## src/rtl/pwm_multi.sv

```systemverilog
// Multi-channel PWM generator sharing one period counter; edge- or center-aligned,
// per-channel polarity, with period/duty/polarity/mode double-buffered to period boundaries.
module pwm_multi #(
  parameter int CHANNELS = 4,
  parameter int WIDTH    = 8
) (
  input  logic                      clk,
  input  logic                      rst,
  input  logic                      enable,
  input  logic [WIDTH-1:0]          period_in,
  input  logic [CHANNELS*WIDTH-1:0] duty_in,
  input  logic [CHANNELS-1:0]       polarity_in,
  input  logic                      center_in,
  input  logic                      load,
  output logic                      load_pending,
  output logic [CHANNELS-1:0]       pwm_out,
  output logic                      sync
);

  typedef enum logic {DIR_UP = 1'b0, DIR_DOWN = 1'b1} dir_e;

  localparam logic [WIDTH-1:0] ONE = {{(WIDTH-1){1'b0}}, 1'b1};

  logic [WIDTH-1:0]          cnt_q;
  dir_e                      dir_q;
  logic [WIDTH-1:0]          per_q, stg_per_q;
  logic [CHANNELS*WIDTH-1:0] duty_q, stg_duty_q;
  logic [CHANNELS-1:0]       pol_q, stg_pol_q;
  logic                      center_q, stg_center_q;
  logic                      pend_q;
  logic [CHANNELS-1:0]       pwm_q;
  logic                      sync_q;

  logic                      per_zero;
  logic                      last_up;
  logic                      boundary;
  logic                      swap;
  logic [CHANNELS-1:0]       raw;
  logic [WIDTH-1:0]          d;
  logic [WIDTH-1:0]          dmin;

  assign per_zero = (per_q == '0);
  assign last_up  = (cnt_q == per_q - ONE);
  // Stopped or zero-period: every cycle is a boundary so pending loads land at once.
  assign boundary = !enable || per_zero ||
                    (center_q ? (dir_q == DIR_DOWN && cnt_q == '0) : last_up);
  assign swap     = boundary && pend_q;

  always_comb begin
    raw  = '0;
    d    = '0;
    dmin = '0;
    for (int i = 0; i < CHANNELS; i++) begin
      d    = duty_q[i*WIDTH +: WIDTH];
      dmin = (d > per_q) ? per_q : d;
      if (!per_zero) begin
        raw[i] = center_q ? (cnt_q >= per_q - dmin) : (cnt_q < d);
      end
    end
  end

  always_ff @(posedge clk or posedge rst) begin
    if (rst) begin
      cnt_q        <= '0;
      dir_q        <= DIR_UP;
      per_q        <= '0;
      duty_q       <= '0;
      pol_q        <= '0;
      center_q     <= 1'b0;
      stg_per_q    <= '0;
      stg_duty_q   <= '0;
      stg_pol_q    <= '0;
      stg_center_q <= 1'b0;
      pend_q       <= 1'b0;
      pwm_q        <= '0;
      sync_q       <= 1'b0;
    end else begin
      // A load coinciding with a boundary is staged for the following boundary.
      if (load) begin
        stg_per_q    <= period_in;
        stg_duty_q   <= duty_in;
        stg_pol_q    <= polarity_in;
        stg_center_q <= center_in;
        pend_q       <= 1'b1;
      end else if (swap) begin
        pend_q       <= 1'b0;
      end

      if (swap) begin
        per_q    <= stg_per_q;
        duty_q   <= stg_duty_q;
        pol_q    <= stg_pol_q;
        center_q <= stg_center_q;
      end

      if (!enable) begin
        pwm_q  <= pol_q;
        sync_q <= 1'b0;
      end else begin
        pwm_q  <= raw ^ pol_q;
        sync_q <= (cnt_q == '0) && (dir_q == DIR_UP);
      end

      // Center mode holds each extreme for two cycles: the turn happens without a step.
      if (boundary) begin
        cnt_q <= '0;
        dir_q <= DIR_UP;
      end else if (center_q) begin
        if (dir_q == DIR_UP) begin
          if (last_up) dir_q <= DIR_DOWN;
          else         cnt_q <= cnt_q + ONE;
        end else begin
          cnt_q <= cnt_q - ONE;
        end
      end else begin
        cnt_q <= cnt_q + ONE;
      end
    end
  end

  assign load_pending = pend_q;
  assign pwm_out      = pwm_q;
  assign sync         = sync_q;

endmodule
```

## config.mk

```make
export PLATFORM = sky130hd
export DESIGN_NAME = pwm_multi
export DESIGN_NICKNAME = d
export VERILOG_FILES = /design/src/rtl/pwm_multi.sv
export SDC_FILE = /design/constraint.sdc
export NUM_CORES = 1
export LEC_CHECK = 0
export CORE_MARGIN = 1
export CORE_UTILIZATION = 42
export CTS_BUF_LIST = sky130_fd_sc_hd__clkbuf_8
export CTS_CLUSTER_DIAMETER = 120
export DETAILED_ROUTE_END_ITERATION = 12
export PLACE_DENSITY = 0.56
export SYNTH_ARGS = -nofsm -noshare
export SYNTH_HDL_FRONTEND = slang
export SYNTH_SLANG_ARGS = --single-unit
```

## constraint.sdc

```tcl
create_clock -name clk -period 11 [get_ports clk]
set_clock_uncertainty 0.2 [all_clocks]
set_input_delay 2.2 -clock clk [delete_from_list [all_inputs] [get_ports clk]]
set_output_delay 2.2 -clock clk [all_outputs]
set_load 0.02 [all_outputs]
```

==> metrics list, run 1 <==
- VDD sags by at most 0.09673 mV.
* Register bit total from synthesis: 105
- EDFF count, synth: 0
- A synthesized cell averages 10.63 um^2.
- Count of cells resized by post-cts repair: 0
* Net count, final: 976
- The largest single stage delay on the critical path is 0.97 ns.
- Summed negative setup slack over all endpoints: 0 ns
* Share of final-layout standard cells stronger than drive strength 1: 14.16%
* Die footprint: 19740 um^2
- Standby leakage power: 4.306 nW
* WL/cell: 18.83 um
- Routed vias: 5668
* Count of endpoints failing setup in the final report: 0
- Clock-pin slew of the registers on the worst-case setup and hold paths: 0.11 ns
- Worst Path Required: 11.10 ns
* Endpoint kind of the worst setup timing path: register
* Antenna cell count: 0
- Type of the worst setup path: reg -> reg
* Buffers from clock root to sink, at most: 2
- At the pin with the least slew margin, the transition time is 1.318 ns.
* Placed wire-length estimate: 14.17 mm
* Initial antenna violation count: 0
* # DRC: 0
* Category of cells accounting for the largest share of critical-path delay: compound AO/OA/AOI/OAI gates
* Number of placed instances, taps included: 1023
- In this run the count of I/O pins placed on the die edge is 55.
- Data on the critical path arrives at its endpoint at 6.17 ns.
- DRT Pass-1 Iters: 4
- The number of hold violations in the final report is 0.
- Wire length of the first global-routing pass: 31.63 mm
* Core box area: 18770 um^2
* Synthesized netlist cell count: 758
- For this block, the routed nets add up to 19.57 mm of wire.
* Number of core rows: 50
- Power spread over the standard cell area amounts to 231.3 nW/um^2.
- Across every metal layer, demand over resource in global routing totals 20.93%.
* Headroom to the max-slew limit: 11.71%
- The detail route stage leaves a number of antenna-violating nets equal to 0.
- The area growth from synthesis to layout is 11.68%.
- CP max FO: 14
- The number of global-route vias before repair was 5978.
* Total Power: 2.081 mW
* Vias per inst: 5.455
* Final weighted congestion in routability-driven placement: 0.9010
- Number of buffers inserted during clock tree synthesis: 9
* Net Count, Synth: 934
* Most frequent standard cell in the layout excluding fill and tap cells: sky130_fd_sc_hd__ha_1
- Traced cell by cell, the critical path runs through inv_1 > ha_1 > nor2b_1 > o21a_1 > o21a_1 > o21ai_0 > a31oi_1 > o21ai_0 > ha_1 > fa_1 > nor2b_1 > o21ai_0 > nand2b_1 > a21o_1 > a21oi_1 > xor2_1 > ha_1 > o21a_1 > nand2_1 > o2111ai_1 > o211ai_1 > xnor2_1.
- Place WS: 4.975 ns
- For the finished layout, the period the worst path requires is 6.072 ns.
* Part of the Yosys area used for sequential elements: 32.61%
- Entering global routing, the biggest net connects 61 pins.
- Buffers on Ports: 54
- Post-CTS setup-driven buffer insertion count: 0
- After synthesis the cells add up to 8058 um^2.
- Number of distinct library cells after synthesis: 54
- H-tree Lvls: 3
* Clock net sink count: 105
- For this run, the top clock speed supported by timing is 164.7 MHz.
- Together, buffers and inverters on the worst path number 1.
- The root buffer cell chosen for the clock tree is sky130_fd_sc_hd__clkbuf_8.
* Yosys warning count: 0
- TritonCTS built the clock tree.
* Unrepaired setup endpoints after global routing: false
* Insertion delay to the later sink of the worst-skew pair: 0.40 ns
- Top library cells by usage in the layout, fill and taps aside: 123 x sky130_fd_sc_hd__ha_1, 105 x sky130_fd_sc_hd__dfrtp_1, 64 x sky130_fd_sc_hd__inv_1
- Hold/Removal Path Class: reg -> reg
- Of all flip-flops after synthesis, the portion carrying an async set or reset was 100.0%.
- The first routing iteration left 288 violations.
* Status: completed
- Non-filler instance count after layout: 1039
* Die X: 140.5 um
- For this design, the slowest cell found on the critical path is sky130_fd_sc_hd__a31oi_1.
- Hold-fix buffers, CTS: 0
- Hold timing on the final database bottoms out at a slack of 0.2873 ns.
- Counting the fill cells in the layout gives 1731.
- STA classifies the critical path startpoint as a register.
- For this configuration, the core starts out at a cell density of 42.93%.
- Main synth FF type: sky130_fd_sc_hd__dfrtp_1
* Final critical-path share of the clock period: 55.20%
- Final Slew Violations: 0
- The floorplan step set the die height to 140.5 um.
- Final setup margin: 4.928 ns
- Across the run, the number of max-cap violations was 0.
- Overflow after GRT: 0
## layout make-up
cell class	instances	area, um^2	share of cell area, %
clock buffer	9	123.9	1.377
clock inverter	7	108.9	1.210
inverter	65	246.5	2.739
multi-input combinational	562	5041	56.02
sequential	105	2628	29.20
tap	234	292.8	3.254
timing repair buffer	57	558.0	6.201
## path summary, 6_finish.rpt
| path | from | end | slack, ns | cells after the start |
|---|---|---|---|---|
| worst max register to register | per_q[1]$_DFFE_PP0P_ | pwm_out[3]$_DFF_PP0_ | 4.93 | 22 |
| min in group asynchronous | rst | stg_pol_q[0]$_DFFE_PP0P_ | 2.02 | 2 |
| worst min-delay path | pol_q[0]$_DFFE_PP0P_ | pwm_out[0]$_DFF_PP0_ | 0.29 | 1 |
| worst max-delay path | per_q[1]$_DFFE_PP0P_ | pwm_out[3]$_DFF_PP0_ | 4.93 | 22 |
| worst min register to register | pol_q[0]$_DFFE_PP0P_ | pwm_out[0]$_DFF_PP0_ | 0.29 | 1 |
| max in group asynchronous | rst | per_q[5]$_DFFE_PP0P_ | 7.40 | 3 |
## power breakdown
| part | total, mW | switching [mW] | leakage [nW] | internal (mW) |
|---|---|---|---|---|
| sequential | 0.564 | 0.113 | 1.25 | 0.451 |
| clock | 0.287 | 0.154 | 0.118 | 0.133 |
| combinational | 1.23 | 0.624 | 2.94 | 0.605 |
| total | 2.08 | 0.892 | 4.31 | 1.19 |
## through the flow
stage / instance area (um^2) / utilization [%]
after global routing: 8999 / 47.95
after detailed placement: 8766 / 46.71
after floorplan: 8058 / -
after CTS: 8999 / 47.95
final: 8999 / 47.95
after global placement: 8766 / 46.71
## flip-flops by register name, indices dropped and copies added, names as in the netlist
| register | cells |
|---|---|
| load_pending | 1 |
| cnt_q | 8 |
| dir_q | 1 |
| stg_pol_q | 4 |
| per_q | 8 |
| stg_duty_q | 32 |
| pol_q | 4 |
| center_q | 1 |
| pwm_out | 4 |
| duty_q | 32 |
| stg_center_q | 1 |
| stg_per_q | 8 |
| sync | 1 |
## routing by layer
metal / global-route usage (%) / wire (um)
met5: 0 / 0
met4: 7.666 / 388
met1: 26.40 / 8645
met2: 36.71 / 9747
met3: 2.564 / 787
## cell usage after synthesis, drive strengths merged (4+ instances only)
cell       n  share of area, %
a211oi    11               1.1
a21o      11               1.0
a21oi     42               2.6
a31oi      6              0.47
and3       5              0.39
buf       14               1.2
clkbuf    12              0.57
dfrtp    105                33
fa         4              0.99
ha       123                19
inv       65               3.0
mux2      89                14
mux2i     26               3.2
nand2     32               1.6
nand2b    16               1.2
nand3     14              0.87
nor2      22               1.0
nor2b     15               1.2
nor3       8              0.50
o2111ai    4              0.43
o211ai     5              0.47
o21a      16               1.5
o21ai     36               2.2
xnor2     29               3.2
xor2      17               1.8
## kinds of logic after synthesis
| logic type | Yosys count | synth area share, % |
|---|---|---|
| DFF | 105 | 32.61 |
| and+or+nand+nor | 129 | 8.401 |
| xor gates and xnor gates | 46 | 5.000 |
| buffers and inverters | 91 | 4.845 |
| adders and majority gates | 127 | 20.09 |
| muxes | 115 | 17.53 |
| AOI/OAI and AO/OA | 145 | 11.52 |
## worst reg2reg max path: stages (launching register included)
cell                        delay (ns)
sky130_fd_sc_hd__dfrtp_1          0.70
sky130_fd_sc_hd__inv_1            0.41
sky130_fd_sc_hd__ha_1             0.42
sky130_fd_sc_hd__nor2b_1          0.13
sky130_fd_sc_hd__o21a_1           0.11
sky130_fd_sc_hd__o21a_1           0.09
sky130_fd_sc_hd__o21ai_0          0.07
sky130_fd_sc_hd__a31oi_1          0.97
sky130_fd_sc_hd__o21ai_0          0.32
sky130_fd_sc_hd__ha_1             0.32
sky130_fd_sc_hd__fa_1             0.44
sky130_fd_sc_hd__nor2b_1          0.15
sky130_fd_sc_hd__o21ai_0          0.09
sky130_fd_sc_hd__nand2b_1         0.15
sky130_fd_sc_hd__a21o_1           0.13
sky130_fd_sc_hd__a21oi_1          0.07
sky130_fd_sc_hd__xor2_1           0.15
sky130_fd_sc_hd__ha_1             0.28
sky130_fd_sc_hd__o21a_1           0.13
sky130_fd_sc_hd__nand2_1          0.06
sky130_fd_sc_hd__o2111ai_1        0.19
sky130_fd_sc_hd__o211ai_1         0.17
sky130_fd_sc_hd__xnor2_1          0.20
Note: power is estimated with default switching activity, not from simulation.
==> run 2: changes to the inputs <==
PLACE_DENSITY = 0.58   (was 0.56)
clock period = 5.5 ns   (was 11 ns; I/O delays follow)
==> metrics list, run 2 (same netlist as run 1, synthesis figures left out) <==
- Status: completed (unchanged)
- Top library cells by usage in the layout, fill and taps aside: 123 x sky130_fd_sc_hd__ha_1, 105 x sky130_fd_sc_hd__dfrtp_1, 64 x sky130_fd_sc_hd__inv_1 (unchanged).
- The slowest library cell on the worst path is sky130_fd_sc_hd__a31oi_1 (unchanged).
- The maximum clock frequency is 202.5 MHz (was 164.7 MHz).
- Vias in the first global route: 6001 (was 5978)
* Final setup margin: 0.5627 ns (was 4.928 ns)
- The maximum cell stage delay along the critical path came to 0.77 ns (was 0.97 ns).
- Number of placed instances, taps included: 1037 (was 1023)
- Met3 global-route usage: 2.256% (was 2.564%)
- Hold-fix buffers, CTS: 0 (unchanged)
- Die X: 140.5 um (unchanged)
* Most frequent standard cell in the layout excluding fill and tap cells: sky130_fd_sc_hd__ha_1 (unchanged)
- Insertion delay to the later sink of the worst-skew pair: 0.40 ns (about the same)
- The portion of the clock cycle consumed by the worst path in the final layout was 89.77% (was 55.20%).
- Layout fillers: 1720 (was 1731)
- Largest registers in the final layout: duty_q (32), stg_duty_q (32) (unchanged)
- The starting utilization of the core area was 42.93% (unchanged).
* Count of routing violations after the opening detailed-route iteration: 321 (was 288)
- The via total after detailed routing was 5722 (was 5668).
- Clock-pin slew of the registers on the worst-case setup and hold paths: 0.11 ns (about the same)
- Buf+Inv Stages, Crit Path: 4 (was 1)
- The critical path's top delay family is compound AO/OA/AOI/OAI gates (unchanged).
- The part of the power in combinational logic came to 62.5% (was 59.1%).
- The first-pass GRT wire length came to 31.93 mm (was 31.63 mm).
- Buffers from clock root to sink, at most: 2 (unchanged)
- CTS tree: done (unchanged)
- Met1 track demand over resource: 26.99% (was 26.40%)
- The count of maximum capacitance violations came to 0 (unchanged).
* Buffers on Ports: 54 (unchanged)
* Sequential share of power: 26.1% (was 27.1%)
- CP Data Arrival Time: 5.07 ns (was 6.17 ns)
- The tightest slew margin relative to the limit is 26.79% (was 11.71%).
* Sequential standard cell area: 2628 um^2 (unchanged)
- Unrepaired setup endpoints after global routing: false (unchanged)
- The area of the multi-input gates came to 5041 um^2 (unchanged).
* Net switching power figure: 1.750 mW (was 0.8915 mW)
- Power density relative to cell area: 451.1 nW/um^2 (was 231.3 nW/um^2)
- Summed negative setup slack over all endpoints: 0 ns (unchanged)
- Count of endpoints failing setup in the final report: 0 (unchanged)
* Clock net sink count: 105 (unchanged)
* Endpoint kind of the worst setup timing path: register (unchanged)
* Clock Power Share: 11.5% (was 13.8%)
- The post-CTS setup buffer count is 0 (unchanged).
- Time the final worst path needs with I/O delays and setup: 4.937 ns (was 6.072 ns)
- Number of buffers inserted during clock tree synthesis: 9 (unchanged)
* Count of cells resized by post-cts repair: 0 (unchanged)
- The number of non-filler instances in the completed layout was 1052 (was 1039).
* Post-Route WL: 19.35 mm (was 19.57 mm)
- The root cell of the clock tree is sky130_fd_sc_hd__clkbuf_8 (unchanged).
* Type of the worst setup path: reg -> reg (unchanged)
- The endpoint required time on the critical path is 5.63 ns (was 11.10 ns).
- Worst-Margin Slew: 1.098 ns (was 1.318 ns)
* Met2 usage: 36.34% (was 36.71%)
* Net count, final: 990 (was 976)
- Worst IR drop on VDD: 0.2104 mV (was 0.09673 mV)
* Die footprint: 19740 um^2 (unchanged)
- The number of routed nets with antenna violations is 0 (unchanged).
* Final weighted congestion in routability-driven placement: 0.8494 (was 0.9010)
* Place WS: 0.6500 ns (was 4.975 ns)
- Switching part of the total power: 42.85% (was 42.84%)
- The kind of start point of the critical path is a register (unchanged).
* H-tree Lvls: 3 (unchanged)
- The critical-path maximum fanout came to 9 (was 14).
- The initial antenna violation count was 0 (unchanged).
- The number of detailed-routing iterations run before antenna repair was 5 (was 4).
* Internal power: 2.334 mW (was 1.190 mW)
* Total track usage: 20.98% (was 20.93%)
- The proportion of layout cells with a drive suffix above 1 was 15.53% (was 14.16%).
* Placed wire-length estimate: 13.83 mm (was 14.17 mm)
- Cell-by-cell listing of the critical path: inv_1 > buf_4 > ha_1 > nor2b_1 > o21a_1 > o21a_1 > o21ai_0 > a31oi_1 > mux2i_1 > inv_1 > fa_1 > inv_1 > a21oi_1 > o21bai_1 > a21o_1 > a21oi_1 > xor2_1 > ha_1 > o21a_1 > o21ai_0 > o2111ai_1 > o211ai_1 > xnor2_1 (was inv_1 > ha_1 > nor2b_1 > o21a_1 > o21a_1 > o21ai_0 > a31oi_1 > o21ai_0 > ha_1 > fa_1 > nor2b_1 > o21ai_0 > nand2b_1 > a21o_1 > a21oi_1 > xor2_1 > ha_1 > o21a_1 > nand2_1 > o2111ai_1 > o211ai_1 > xnor2_1).
* Height of the die: 140.5 um (unchanged)
- The post-route total power is 4.083 mW (was 2.081 mW).
- Final Hold Fails: 0 (unchanged)
- Vias per inst: 5.439 (was 5.455)
* Standby leakage power: 4.344 nW (was 4.306 nW)
* Hold/Removal Path Class: reg -> reg (unchanged)
- The maximum number of pins on one net before global-route repair came to 76 (was 61).
* I/O pin count: 55 (unchanged)
* WL/cell: 18.39 um (was 18.83 um)
- The global-route congestion overflow total was 0 (unchanged).
- The placement row count came to 50 (unchanged).
- The number of slew-limit violations in the final report came to 0 (unchanged).
- # DRC: 0 (unchanged)
- The area of the placeable core came to 18770 um^2 (unchanged).
- Global-route layer with the greatest usage: met2 (unchanged)
* Antenna cell count: 0 (unchanged)
- Layout-stage area growth over the synthesis result: 12.33% (was 11.68%)
## run 2: cell types whose count changed in the layout (fill, tap and decap cells not counted)
cell                         change
sky130_fd_sc_hd__clkinvlp_4      +2
sky130_fd_sc_hd__inv_8           -2
sky130_fd_sc_hd__inv_6           -2
sky130_fd_sc_hd__clkinv_2        +1
sky130_fd_sc_hd__clkbuf_8        +2
sky130_fd_sc_hd__bufinv_16       -2
sky130_fd_sc_hd__buf_4          +14
## run 2: cell type report
| class | instances | area share [%] |
|---|---|---|
| clock buffers | 11 | 1.673 |
| clock inverters | 4 | 0.3179 |
| inverters | 65 | 2.723 |
| multi-input cells | 562 | 55.70 |
| flip-flops and latches | 105 | 29.03 |
| well taps | 234 | 3.235 |
| repair buffers | 71 | 7.327 |
## run 2: path summary, 6_finish.rpt
path	start	cells after the start	endpoint	slack, ns
setup / recovery	per_q[1]$_DFFE_PP0P_	23	pwm_out[2]$_DFF_PP0_	0.56
hold / removal	pol_q[1]$_DFFE_PP0P_	1	pwm_out[1]$_DFF_PP0_	0.28
setup reg to reg	per_q[1]$_DFFE_PP0P_	23	pwm_out[2]$_DFF_PP0_	0.56
hold reg to reg	pol_q[1]$_DFFE_PP0P_	1	pwm_out[1]$_DFF_PP0_	0.28
max in group asynchronous	rst	3	duty_q[9]$_DFFE_PP0P_	3.04
min in group asynchronous	rst	2	stg_center_q$_DFFE_PP0P_	1.07
## run 2: through the flow
step | instance area (um^2) | util, % | hold slack (ns)
after global routing | 9051 | 48.23 | 0.3121
after CTS | 9051 | 48.23 | 0.2825
after global placement | 8871 | 47.27 | 0.2647
after floorplan | 8058 | - | 0.2467
after detailed placement | 8871 | 47.27 | 0.2603
final | 9051 | 48.23 | 0.2801
## run 2: routing by layer
layer	routed length (um)	part of all wire, %
met4	395	2.0
met3	736	3.8
met1	8926	46
met5	0	0
met2	9291	48
## run 2: power groups by stage
| stage | combinational, mW | sequential [mW] | clock, mW |
|---|---|---|---|
| global route | 2.90 | 1.09 | 0.512 |
| finish | 2.55 | 1.06 | 0.468 |
| CTS | 2.54 | 1.07 | 0.480 |
| global placement | 2.41 | 1.08 | 0 |
| floorplan | 1.96 | 1.03 | 0 |
| detailed placement | 2.51 | 1.08 | 0 |
==> run 3: changes to the inputs <==
CAP_MARGIN = 20   (was default)
CORE_MARGIN = 2   (was 1)
==> metrics list, run 3 (same netlist as run 1, synthesis figures left out) <==
- Largest registers in the final layout: duty_q (32), stg_duty_q (32) (unchanged)
- The placement row count was 50 (unchanged).
- Die footprint: 20310 um^2 (was 19740 um^2)
- Worst IR drop on VDD: 0.1869 mV (was 0.2104 mV)
- Worst Path Required: 5.58 ns (was 5.63 ns)
- The post-CTS setup buffer count came to 0 (unchanged).
- The insertion delay to the later sink of the worst-skew pair is 0.40 ns (about the same).
- Clock net sink count: 105 (unchanged)
- The number of routed nets with antenna violations is 0 (unchanged).
* Routed vias: 5772 (was 5722)
- Post-Route WL: 19.29 mm (was 19.35 mm)
- Die X: 142.5 um (was 140.5 um)
- Root buf cell: sky130_fd_sc_hd__clkbuf_8 (unchanged)
- The deepest clock path buffer count is 2 (unchanged).
* Core box area: 18770 um^2 (unchanged)
- Utilization of the core after routing: 48.37% (was 48.23%)
- Hold/Removal Path Class: reg -> reg (unchanged)
- Endpoint kind of the worst setup timing path: register (unchanged)
- The TritonCTS clock tree is done (unchanged).
- Count of cells resized by post-cts repair: 0 (unchanged)
- Number of placed instances, taps included: 1037 (unchanged)
- Wire length of the first global-routing pass: 32.15 mm (was 31.93 mm)
- The number of slew-limit violations in the final report was 0 (unchanged).
- The worst hold path stage count came to 1 (unchanged).
- The starting utilization of the core area came to 42.93% (unchanged).
- Hold_sp: pol_q[3]$_DFFE_PP0P_ (was pol_q[1]$_DFFE_PP0P_)
- Startpoint of the worst-slack reg-to-reg timing path: per_q[1]$_DFFE_PP0P_ (unchanged)
- Clock-pin slew of the registers on the worst-case setup and hold paths: 0.11 ns (about the same)
* Time the final worst path needs with I/O delays and setup: 4.848 ns (was 4.937 ns)
- DRT Pass-1 Iters: 4 (was 5)
- Count of endpoints failing setup in the final report: 0 (unchanged)
- The total clock buffers created by CTS came to 9 (unchanged).
- The endpoint with the worst hold slack was pwm_out[3]$_DFF_PP0_ (was pwm_out[1]$_DFF_PP0_).
* Buffers on Ports: 54 (unchanged)
* # DRC: 0 (unchanged)
* Worst setup slack for register-to-register paths: 0.65 ns (was 0.56 ns)
- Most frequent standard cell in the layout excluding fill and tap cells: sky130_fd_sc_hd__ha_1 (unchanged)
* Status: completed (unchanged)
* Power density relative to cell area: 450.5 nW/um^2 (was 451.1 nW/um^2)
* Vias in the first global route: 6260 (was 6001)
- The mean number of vias per cell came to 5.476 (was 5.439).
* Unrepaired setup endpoints after global routing: false (unchanged)
- Non-filler instance count after layout: 1054 (was 1052)
* Peak Freq: 206.3 MHz (was 202.5 MHz)
- The maximum number of pins on one net before global-route repair came to 59 (was 76).
- CP max FO: 5 (was 9)
- H-tree Lvls: 3 (unchanged)
- The arrival time reported for the critical path endpoint is 4.93 ns (was 5.07 ns).
* Height of the die: 142.5 um (was 140.5 um)
- Standby leakage power: 4.356 nW (was 4.344 nW)
- Top library cells by usage in the layout, fill and taps aside: 123 x sky130_fd_sc_hd__ha_1, 105 x sky130_fd_sc_hd__dfrtp_1, 64 x sky130_fd_sc_hd__inv_1 (unchanged)
* WL/cell: 18.30 um (was 18.39 um)
- The detailed placement HPWL is 14.10 mm (was 13.83 mm).
- The portion of the clock cycle consumed by the worst path in the final layout came to 88.14% (was 89.77%).
* Worst-Margin Slew: 0.9496 ns (was 1.098 ns)
- Net count, final: 991 (was 990)
* Final Hold Fails: 0 (unchanged)
- The antenna diode count came to 0 (unchanged).
* Headroom to the max-slew limit: 36.70% (was 26.79%)
- Type of the worst setup path: reg -> reg (unchanged)
- The global-route congestion overflow total is 0 (unchanged).
* Share of final-layout standard cells stronger than drive strength 1: 15.73% (was 15.53%)
- Final weighted congestion in routability-driven placement: 0.8637 (was 0.8494)
* R2r worst-path depth: 22 (was 23)
* Max-Cap Viols: 0 (unchanged)
- Worst R2R End: pwm_out[2]$_DFF_PP0_ (unchanged)
* Total track usage: 20.57% (was 20.98%)
- The I/O pin count is 55 (unchanged).
* Layout-stage area growth over the synthesis result: 12.67% (was 12.33%)
- The setup TNS was 0 ns (unchanged).
* Hold-fix buffers, CTS: 0 (unchanged)
- CP startpoint kind: register (unchanged)
- The initial antenna violation count came to 0 (unchanged).
- Layout fillers: 1735 (was 1720)
* Count of routing violations after the opening detailed-route iteration: 270 (was 321)
==> run 3: cell count changes in the layout (fill, tap and decap cells not counted) <==
cell	change
sky130_fd_sc_hd__inv_6	+2
sky130_fd_sc_hd__clkinv_2	-1
sky130_fd_sc_hd__clkinv_4	+1
sky130_fd_sc_hd__clkbuf_8	-1
sky130_fd_sc_hd__buf_12	+1
==> run 3: report_power, final <==
group	total, mW	leakage, nW	internal (mW)	switching [mW]
clock network	0.475	0.0895	0.182	0.293
registers	1.06	1.25	0.903	0.160
logic	2.55	3.02	1.25	1.31
total	4.09	4.36	2.33	1.76
==> run 3: metal layers <==
metal / track usage [%] / vias to the layer above / wire length [um]
li1: - / 2804 / -
met1: 26.39 / 2808 / 8632
met2: 34.46 / 112 / 9206
met3: 3.701 / 48 / 829
met4: 8.129 / 0 / 616
met5: 0 / - / 0
==> run 3: stage by stage <==
step / worst slack (ns) / power (mW) / instance area, um^2 / hold WS [ns]
2_1_floorplan: 0.7416 / 2.988 / 8058 / 0.2467
3_3_place_gp: 0.7912 / 3.504 / 8871 / 0.2636
3_5_place_dp: 0.6969 / 3.607 / 8871 / 0.2751
4_1_cts: 0.6782 / 4.122 / 9059 / 0.2913
5_1_grt: 0.2114 / 4.537 / 9079 / 0.3232
6_report: 0.6523 / 4.090 / 9079 / 0.2841
==> run 3: worst max-delay path, cell delays in order (launching register included) <==
cell and delay (ns):
sky130_fd_sc_hd__dfrtp_1 0.36, sky130_fd_sc_hd__inv_1 0.14, sky130_fd_sc_hd__buf_4 0.21, sky130_fd_sc_hd__ha_1 0.29
sky130_fd_sc_hd__nor2b_1 0.13, sky130_fd_sc_hd__o21a_1 0.12, sky130_fd_sc_hd__o21a_1 0.10, sky130_fd_sc_hd__o21ai_0 0.06
sky130_fd_sc_hd__a31oi_1 0.46, sky130_fd_sc_hd__mux2i_1 0.30, sky130_fd_sc_hd__ha_1 0.26, sky130_fd_sc_hd__nor2b_1 0.13
sky130_fd_sc_hd__o21ai_0 0.24, sky130_fd_sc_hd__a21oi_1 0.13, sky130_fd_sc_hd__o21ai_0 0.27, sky130_fd_sc_hd__a21oi_1 0.13
sky130_fd_sc_hd__xor2_1 0.18, sky130_fd_sc_hd__ha_1 0.28, sky130_fd_sc_hd__o21a_1 0.13, sky130_fd_sc_hd__nand2_1 0.05
sky130_fd_sc_hd__o2111ai_1 0.18, sky130_fd_sc_hd__o211ai_1 0.20, sky130_fd_sc_hd__xnor2_1 0.18
==> run 3: worst max-delay path by stage <==
stage / cells past startpoint / startpoint / slack, ns / to
global placement: 24 / per_q[1]$_DFFE_PP0P_ / 0.79 / pwm_out[2]$_DFF_PP0_
finish: 22 / per_q[1]$_DFFE_PP0P_ / 0.65 / pwm_out[2]$_DFF_PP0_
global route: 22 / per_q[1]$_DFFE_PP0P_ / 0.21 / pwm_out[2]$_DFF_PP0_
detailed placement: 24 / per_q[1]$_DFFE_PP0P_ / 0.70 / pwm_out[2]$_DFF_PP0_
floorplan: 23 / per_q[1]$_DFFE_PP0P_ / 0.74 / pwm_out[0]$_DFF_PP0_
CTS: 24 / per_q[1]$_DFFE_PP0P_ / 0.68 / pwm_out[2]$_DFF_PP0_
==> run 3: final cells by class <==
| class | instances | area (um^2) | area share (%) |
|---|---|---|---|
| tap | 234 | 292.8 | 3.225 |
| timing repair buffer | 72 | 683.2 | 7.525 |
| clock buffer | 10 | 137.6 | 1.516 |
| clock inverter | 6 | 50.05 | 0.5513 |
| sequential | 105 | 2628 | 28.94 |
| multi-input combinational | 562 | 5041 | 55.53 |
| inverter | 65 | 246.5 | 2.715 |
